### src/rtl/decode_stage_pipe.sv
// Registered instruction-decode stage between fetch and execute.
// Splits the instruction word into its five fields, decodes the opcode into
// control strobes, and builds jump/branch addresses. The result sits in a
// one-entry output register with valid/ready handshakes on both sides. A
// load-use interlock holds back an instruction that reads the register a
// just-leaving lw writes. Flush kills the register contents synchronously.
//
// state  | meaning
// -------+---------------------------------------------------------------
// RUN    | normal operation, input accepted whenever the register frees
// STALL  | load-use bubble in progress, input blocked until count expires
module decode_stage_pipe #(
    parameter int FIELD_W      = 5,
    parameter int ADDR_W       = 16,
    parameter int ALU_W        = 4,
    parameter int STALL_CYCLES = 1
) (
    input  logic                 clk,
    input  logic                 rst_n,
    input  logic [5*FIELD_W-1:0] instr,
    input  logic                 in_valid,
    output logic                 in_ready,
    input  logic                 flush,
    input  logic                 out_ready,
    output logic                 out_valid,
    output logic [FIELD_W-1:0]   op_code,
    output logic [FIELD_W-1:0]   rs,
    output logic [FIELD_W-1:0]   rt,
    output logic [FIELD_W-1:0]   rd,
    output logic [FIELD_W-1:0]   funct,
    output logic                 r_type,
    output logic                 lw,
    output logic                 sw,
    output logic                 beq,
    output logic                 bne,
    output logic                 bgt,
    output logic                 slt,
    output logic                 jr,
    output logic                 jump,
    output logic                 branch,
    output logic                 illegal,
    output logic [ALU_W-1:0]     alu_op,
    output logic [ADDR_W-1:0]    j_address,
    output logic [ADDR_W-1:0]    branch_address
);

    // Counter only needs to hold STALL_CYCLES-1; keep at least one bit.
    localparam int CNT_W = (STALL_CYCLES > 1) ? $clog2(STALL_CYCLES) : 1;

    typedef enum logic {
        ST_RUN   = 1'b0,
        ST_STALL = 1'b1
    } state_t;

    state_t             state;
    logic [CNT_W-1:0]   stall_cnt;

    logic [FIELD_W-1:0] in_op;
    logic [FIELD_W-1:0] in_rs;
    logic [FIELD_W-1:0] in_rt;
    logic [FIELD_W-1:0] in_rd;
    logic [FIELD_W-1:0] in_funct;

    logic               d_r_type;
    logic               d_lw;
    logic               d_sw;
    logic               d_beq;
    logic               d_bne;
    logic               d_bgt;
    logic               d_slt;
    logic               d_jr;
    logic               d_jump;
    logic               d_illegal;
    logic               d_rs_used;
    logic               d_rt_used;
    logic [ALU_W-1:0]   d_alu;
    logic [ADDR_W-1:0]  d_j_addr;
    logic [ADDR_W-1:0]  d_br_addr;

    logic               hazard;
    logic               capture;
    logic               xfer;

    assign {in_op, in_rs, in_rt, in_rd, in_funct} = instr;

    // Size casts zero-extend narrow address fields and keep LSBs of wide ones.
    assign d_j_addr  = ADDR_W'({in_rt, in_rd, in_funct});
    assign d_br_addr = ADDR_W'({in_rd, in_funct});

    // Opcode decode of the incoming word, including which source registers it reads.
    always_comb begin
        d_r_type  = 1'b0;
        d_lw      = 1'b0;
        d_sw      = 1'b0;
        d_beq     = 1'b0;
        d_bne     = 1'b0;
        d_bgt     = 1'b0;
        d_slt     = 1'b0;
        d_jr      = 1'b0;
        d_jump    = 1'b0;
        d_illegal = 1'b0;
        d_rs_used = 1'b0;
        d_rt_used = 1'b0;
        d_alu     = '0;
        case (in_op)
            FIELD_W'(0): begin
                d_r_type  = 1'b1;
                d_alu     = in_funct[ALU_W-1:0];
                d_rs_used = 1'b1;
                d_rt_used = 1'b1;
            end
            FIELD_W'(1): begin
                d_lw      = 1'b1;
                d_rs_used = 1'b1;
            end
            FIELD_W'(2): begin
                d_sw      = 1'b1;
                d_rs_used = 1'b1;
                d_rt_used = 1'b1;
            end
            FIELD_W'(3): begin
                d_beq     = 1'b1;
                d_alu     = ALU_W'(1);
                d_rs_used = 1'b1;
                d_rt_used = 1'b1;
            end
            FIELD_W'(4): begin
                d_bne     = 1'b1;
                d_alu     = ALU_W'(1);
                d_rs_used = 1'b1;
                d_rt_used = 1'b1;
            end
            FIELD_W'(5): begin
                d_bgt     = 1'b1;
                d_alu     = ALU_W'(1);
                d_rs_used = 1'b1;
                d_rt_used = 1'b1;
            end
            FIELD_W'(6): begin
                d_slt     = 1'b1;
                d_alu     = ALU_W'(2);
                d_rs_used = 1'b1;
                d_rt_used = 1'b1;
            end
            FIELD_W'(7): begin
                d_jr      = 1'b1;
                d_rs_used = 1'b1;
            end
            FIELD_W'(8): begin
                d_jump    = 1'b1;
            end
            default: begin
                d_illegal = 1'b1;
            end
        endcase
    end

    // Held lw writes rt; r0 is never a real dependency.
    assign hazard = out_valid & lw & (rt != '0) &
                    ((d_rs_used & (in_rs == rt)) | (d_rt_used & (in_rt == rt)));

    assign in_ready = rst_n & (state == ST_RUN) & ~flush &
                      (~out_valid | out_ready) & ~(in_valid & hazard);

    assign capture = in_valid & in_ready;
    assign xfer    = out_valid & out_ready;

    // Output register: load on capture, clear valid on drain or flush, else hold.
    always_ff @(posedge clk or negedge rst_n) begin
        if (!rst_n) begin
            out_valid      <= 1'b0;
            op_code        <= '0;
            rs             <= '0;
            rt             <= '0;
            rd             <= '0;
            funct          <= '0;
            r_type         <= 1'b0;
            lw             <= 1'b0;
            sw             <= 1'b0;
            beq            <= 1'b0;
            bne            <= 1'b0;
            bgt            <= 1'b0;
            slt            <= 1'b0;
            jr             <= 1'b0;
            jump           <= 1'b0;
            branch         <= 1'b0;
            illegal        <= 1'b0;
            alu_op         <= '0;
            j_address      <= '0;
            branch_address <= '0;
        end else if (flush) begin
            out_valid <= 1'b0;
        end else if (capture) begin
            out_valid      <= 1'b1;
            op_code        <= in_op;
            rs             <= in_rs;
            rt             <= in_rt;
            rd             <= in_rd;
            funct          <= in_funct;
            r_type         <= d_r_type;
            lw             <= d_lw;
            sw             <= d_sw;
            beq            <= d_beq;
            bne            <= d_bne;
            bgt            <= d_bgt;
            slt            <= d_slt;
            jr             <= d_jr;
            jump           <= d_jump;
            branch         <= d_beq | d_bne | d_bgt;
            illegal        <= d_illegal;
            alu_op         <= d_alu;
            j_address      <= d_j_addr;
            branch_address <= d_br_addr;
        end else if (xfer) begin
            out_valid <= 1'b0;
        end
    end

    // Interlock FSM: the lw leaving the register already costs one empty
    // cycle, so STALL only covers the remaining STALL_CYCLES-1 cycles.
    always_ff @(posedge clk or negedge rst_n) begin
        if (!rst_n) begin
            state     <= ST_RUN;
            stall_cnt <= '0;
        end else if (flush) begin
            state     <= ST_RUN;
            stall_cnt <= '0;
        end else begin
            case (state)
                ST_RUN: begin
                    if (xfer && in_valid && hazard && (STALL_CYCLES > 1)) begin
                        state     <= ST_STALL;
                        stall_cnt <= CNT_W'(STALL_CYCLES - 1);
                    end
                end
                ST_STALL: begin
                    if (stall_cnt == CNT_W'(1)) begin
                        state     <= ST_RUN;
                        stall_cnt <= '0;
                    end else begin
                        stall_cnt <= stall_cnt - 1'b1;
                    end
                end
                default: begin
                    state     <= ST_RUN;
                    stall_cnt <= '0;
                end
            endcase
        end
    end

endmodule

### config.mk
export PLATFORM = sky130hd
export DESIGN_NAME = decode_stage_pipe
export DESIGN_NICKNAME = d
export VERILOG_FILES = /design/src/rtl/decode_stage_pipe.sv
export SDC_FILE = /design/constraint.sdc
export NUM_CORES = 1
export LEC_CHECK = 0
export ABC_AREA = 1
export CORE_ASPECT_RATIO = 0.6
export CORE_MARGIN = 10
export CORE_UTILIZATION = 43
export DETAILED_ROUTE_END_ITERATION = 10
export PLACE_DENSITY = 0.87
export RECOVER_POWER = 50
export SLEW_MARGIN = 5
export SYNTH_ARGS = -nofsm -noshare
export SYNTH_HDL_FRONTEND = slang
export SYNTH_SLANG_ARGS = --single-unit
### constraint.sdc
create_clock -name clk -period 2.2 [get_ports clk]
set_clock_uncertainty 0.2 [all_clocks]
set_input_delay 0.55 -clock clk [delete_from_list [all_inputs] [get_ports clk]]
set_output_delay 0.55 -clock clk [all_outputs]
set_load 0.02 [all_outputs]
Word-level counts from Yosys, hierarchy flattened
Cells that the tools add are included. W data, S select, Z words.

Register bits after elaboration: 68. Input port bits: 30. Output and inout bits: 74. Logic and storage cells: 84.

Bitwise gates (word level): 20. Reduce and logical (&&, ||, !) cells: 9. Add/sub/neg operators: 1. Mux-type cells: 22. Equal/unequal tests: 10.

Operators with widths (count): $mux W1 (21); $eq A5 B3 Y1 const B (4); $and A1 B1 Y1 (12); $pmux W4 S3 (1); $eq A5 B2 Y1 const B (2); $eq A5 B5 Y1 (2); $reduce_or A9 Y1 (1); $reduce_or A8 Y1 (1); $reduce_or A6 Y1 (1); $eq A5 B1 Y1 const B (1); $eq A5 B4 Y1 const B (1); $logic_not A5 Y1 (1); $reduce_bool A5 Y1 (1); $not A1 Y1 (4); $or A1 B1 Y1 (4); $reduce_bool A3 Y1 (1); $reduce_or A3 Y1 (1); $reduce_and A2 Y1 (1); $reduce_bool A2 Y1 (1); $sub A1 B1 Y1 const B (1).

Depth between registers and ports, before layout
Word-level depth: 12. Depth in mapped cells: 11. Depth with buffers taken out: 10.

Least setup slack after synthesis
OpenSTA, ideal clock, no wires.

Path kind: input to output. Start: input flush. End: output in_ready. Cell stages on the path: 4. Data arrival time: 1480 ps. Setup slack: -30 ps. Cells stage by stage: or2_2 nor2_4 buf_2 o21a_1.

Longest elaborated chain between the ends: 4.

RTL lines: from (decl) (line 23) `input logic flush,`; $not A1 Y1 (no line); $and A1 B1 Y1 (2 in a row) (line 162) `assign in_ready = rst_n & (state == ST_RUN) & ~flush &`; $and A1 B1 Y1 (line 163) `(~out_valid | out_ready) & ~(in_valid & hazard);`; to (decl) (line 22) `output logic in_ready,`.

Every way passes these cells.

Worst setup path in the final report
Start: input instr[24]. End: output in_ready.

Longest elaborated chain between the ends: 9.

RTL lines: from (decl) (line 20) `input logic [5*FIELD_W-1:0] instr,`; $eq A5 B3 Y1 (tied with other cells) (line 105) `case (in_op)`; $reduce_or A8 Y1 (no line) or $reduce_or A6 Y1 (tied branches); $mux W1 (line 105); $and A1 B1 Y1 (line 160) `((d_rs_used & (in_rs == rt)) | (d_rt_used & (in_rt == rt)));`; $or A1 B1 Y1 * (line 160); $and A1 B1 Y1 * (line 159) `assign hazard = out_valid & lw & (rt != '0) &`; $and A1 B1 Y1 * (line 163); $not A1 Y1 * (line 163); $and A1 B1 Y1 * (line 163).

Every way passes the cells marked *; elsewhere a longest branch is shown, timed or not.

==> impl_metrics.csv <==
group,metric,value,unit
synth,ys_seq_area_share,43.7,%
place,hpwl,5.85,mm
setup_path,crit_path_max_incr_delay,200,ps
synth,yosys_warnings,0,
synth,post-synth-top-count-cell,"nand2_1",
setup_path,cp.required,1450,ps
worst_hold_path,hold_path_class,"reg2reg",
power,total_power,2.58,mW
final_layout,drive_gt1_share,17.0,%
die,die_y,78.6,um
setup_path,rrSetupSlack,-30,ps
setup_path,critPathMaxFanout,4,
power,ir_drop,0.357,mV
clocking,cts_buffer_depth,2,
setup_path,cp-startpoint,"instr[24]",
clocking,cts_root_buf,"clkbuf_8",
setup_path,crit_slowest_cell,"o21a_2",
global_route,grt_pass1_vias,2489,
synth,synth_fa_ha_area_share,0,%
setup_path,critPathKind,"in2out",
global_route,grt_use_total,16.8,%
setup_path,crit_end,"in_ready",
synth,netlist_area,2460,um^2
final_layout,nFillCells,493,
synth,ys_types,23,
setup_path,timing.rr.start,"rt[3]",
detailed_routing,drt_iter0_markers,187,
synth,synth-xor-area-share,0.356,%
die,initial_core_util,44.2,%
detailed_routing,vias_per_cell,4.99,
status,status,"finished, violations left",
place,gp_congestion,0.897,
timing,max-slew-margin-rel,28.5,%
synth,synth-simple-area-share,35.7,%
run,drv_cap,0,
timing,finalHoldViolCount,0,
timing,rsz0062_at_grt,"yes",
synth,synth_common_cells,"nand2_1, dfrtp_1, nand4_1",
global_route,overflow,0,
detailed_routing,drc,0,
die,pin_count,104,
global_route,grt_pass1_wl,13.1,mm
synth,synth_top_family_by_area,"simple AND/OR/NAND/NOR gates",
detailed_routing,drtAntennaViolNets,0,
timing,max_freq,418,MHz
final_layout,antenna_cells,0,
synth,yosys.area.top_type,"dfrtp_1",
timing,period_share,109,%
synth,ys.flop_type,"dfrtp_1",
setup_path,worstSetupStartpointType,"input pin",
setup_path,cp_cell_sequence,"buf_2, nor2_4, nand3_2, nand2_1, nand2_1, o21ai_2, nand2_2, o21a_2, buf_6",
synth,synth_area_leaders,"dfrtp_1, nand2_1, nand4_1, buf_4, inv_1",
detailed_routing,drtPass1Iterations,4,
timing,setup_viol,34,
synth,synth_cells,323,
timing,min_period,2390,ps
clocking,cts_tree,"yes",
die,core,5570,um^2
setup_path,r2r.worst_path.cells,11,
global_route,grt_max_degree,44,
setup_path,crit_top_cell,"nand2_1",
final_layout,synthToLayoutAreaGrowth,43.5,%
die,row_count,21,
global_route,antenna_found_initial,0,
setup_path,rr_endpoint,"slt",
final_layout,num-nets-final,447,
synth,netlist.area_leader.share,43.7,%
synth,synthArstFlopShare,100,%
clocking,clk_latency,290,ps
clocking,clk_pin_slew,70,ps
status,violations,"setup timing",
final_layout,regArea,1080,um^2
place,place.port_buffers,96,
synth,synthMuxAreaShare,0,%
final_layout,multi_input_area,971,um^2
timing,tightestPinTransition,1070,ps
synth,synth_edf_count,0,
clocking,h-tree-depth,2,
detailed_routing,wl_per_cell,15.8,um
power,powerDensity,730,nW/um^2
die,die-area,9250,um^2
setup_path,critPathArrivalTime,1640,ps
synth,synth-seq-cells,43,
place,placed_cells,487,
detailed_routing,wirelength,7.88,mm
synth,synth_compound_area_share,1.37,%
timing,setup_ws,-191,ps
detailed_routing,num_vias,2478,
synth,avgSynthCellArea,7.62,um^2
final_layout,instances_no_fill,497,
die,die_x,118,um
timing,maxSlewViolCount,0,
clocking,clock-sinks,43,
power,leakagePower,1.87,nW
clocking,numCtsBuffers,5,
setup_path,endpoint_kind,"primary output",
-- registers in the layout, summed over array words and instances, names as in the netlist, 4 cells and up --
signal,flops
rd,4
rt,5
alu_op,4
rs,5
funct,4
op_code,5
-- power breakdown --
part | leakage (nW) | total [mW] | internal (mW) | switching, mW
clock network | 0.0513 | 0.596 | 0.333 | 0.263
logic | 1.26 | 1.00 | 0.449 | 0.554
registers | 0.555 | 0.981 | 0.892 | 0.0888
-- cells in the final DEF (no fill, tap or decap), types with 2 or more instances in the layout --
cell / synthesis / routed
nand4_1: 42 / 42
clkbuf_1: 8 / 6
buf_12: 0 / 2
buf_4: 32 / 28
nor3_1: 3 / 3
inv_1: 27 / 24
nor4_1: 2 / 2
clkbuf_2: 0 / 5
inv_2: 4 / 7
clkdlybuf4s50_1: 0 / 66
conb_1: 1 / 7
dfrtp_2: 0 / 3
nand3_2: 0 / 2
nand2_1: 117 / 115
dlygate4sd2_1: 0 / 11
nor2_1: 15 / 15
nand3_1: 8 / 6
buf_2: 6 / 6
nor2_4: 2 / 2
nand2_2: 1 / 3
dlygate4sd3_1: 0 / 2
dfrtp_1: 43 / 40
clkbuf_8: 0 / 5
clkdlybuf4s15_1: 0 / 3
buf_6: 4 / 2
-- critical path: cells and delay by family --
| family | cells | cell delay, ps |
|---|---|---|
| buf+inv | 2 | 270 |
| simple gates | 5 | 470 |
| compound gates | 2 | 350 |
-- logic make-up (layout without fill, tap and decap cells) --
group,Yosys count,after routing
and+or+nand+nor,192,192
buffers and inverters,81,169
DFF,43,43
AOI/OAI and AO/OA,5,5
other,1,7
xor gates and xnor gates,1,1
-- metal layers --
layer  GRT usage [%]  share of wire [%]  up-vias
met5               0                  0        -
met2            26.6                 44      120
met1            21.3                 45     1165
met4            3.81                1.3        0
met3            6.50                 10       12
li1                -                  -     1181
-- per-stage QoR --
stage               worst slack [ps]  setup TNS [ps]  instance area, um^2  hold WS [ps]  util (%)
global placement                -867          -21870                 3460           254      62.2
detailed placement              -942          -24620                 3460           262      62.2
global route                    -236           -6100                 3530           294      63.5
floorplan                       7.65               0                 2490          54.4         -
CTS                             -172            -172                 3550           218      63.7
finish                          -191            -507                 3530           274      63.5
-- worst min-delay path by stage --
stage | endpoint | cells past startpoint | start
floorplan | alu_op[0] | 0 | rst_n
global placement | jr | 2 | jr
detailed placement | rs[2] | 2 | rs[2]
CTS | funct[3] | 2 | rst_n
global route | alu_op[3] | 2 | alu_op[3]
finish | jr | 2 | jr
-- layout make-up --
class / count / share of cell area (%)
multi-input combinational: 205 / 27.5
inverter: 31 / 3.29
timing repair buffer: 131 / 33.0
clock buffer: 6 / 2.05
clock inverter: 1 / 0.850
tap: 80 / 2.83
sequential: 43 / 30.5
-- what timing repair did --
action | in CTS | in global routing
pin swaps | 5 | 2
hold buffers | 0 | 0
setup endpoints to repair | 50 | 44
resized for setup | 58 | 16
gates cloned | 0 | 0
setup buffers | 1 | 2
No activity file was read; power rests on OpenSTA's default activity.
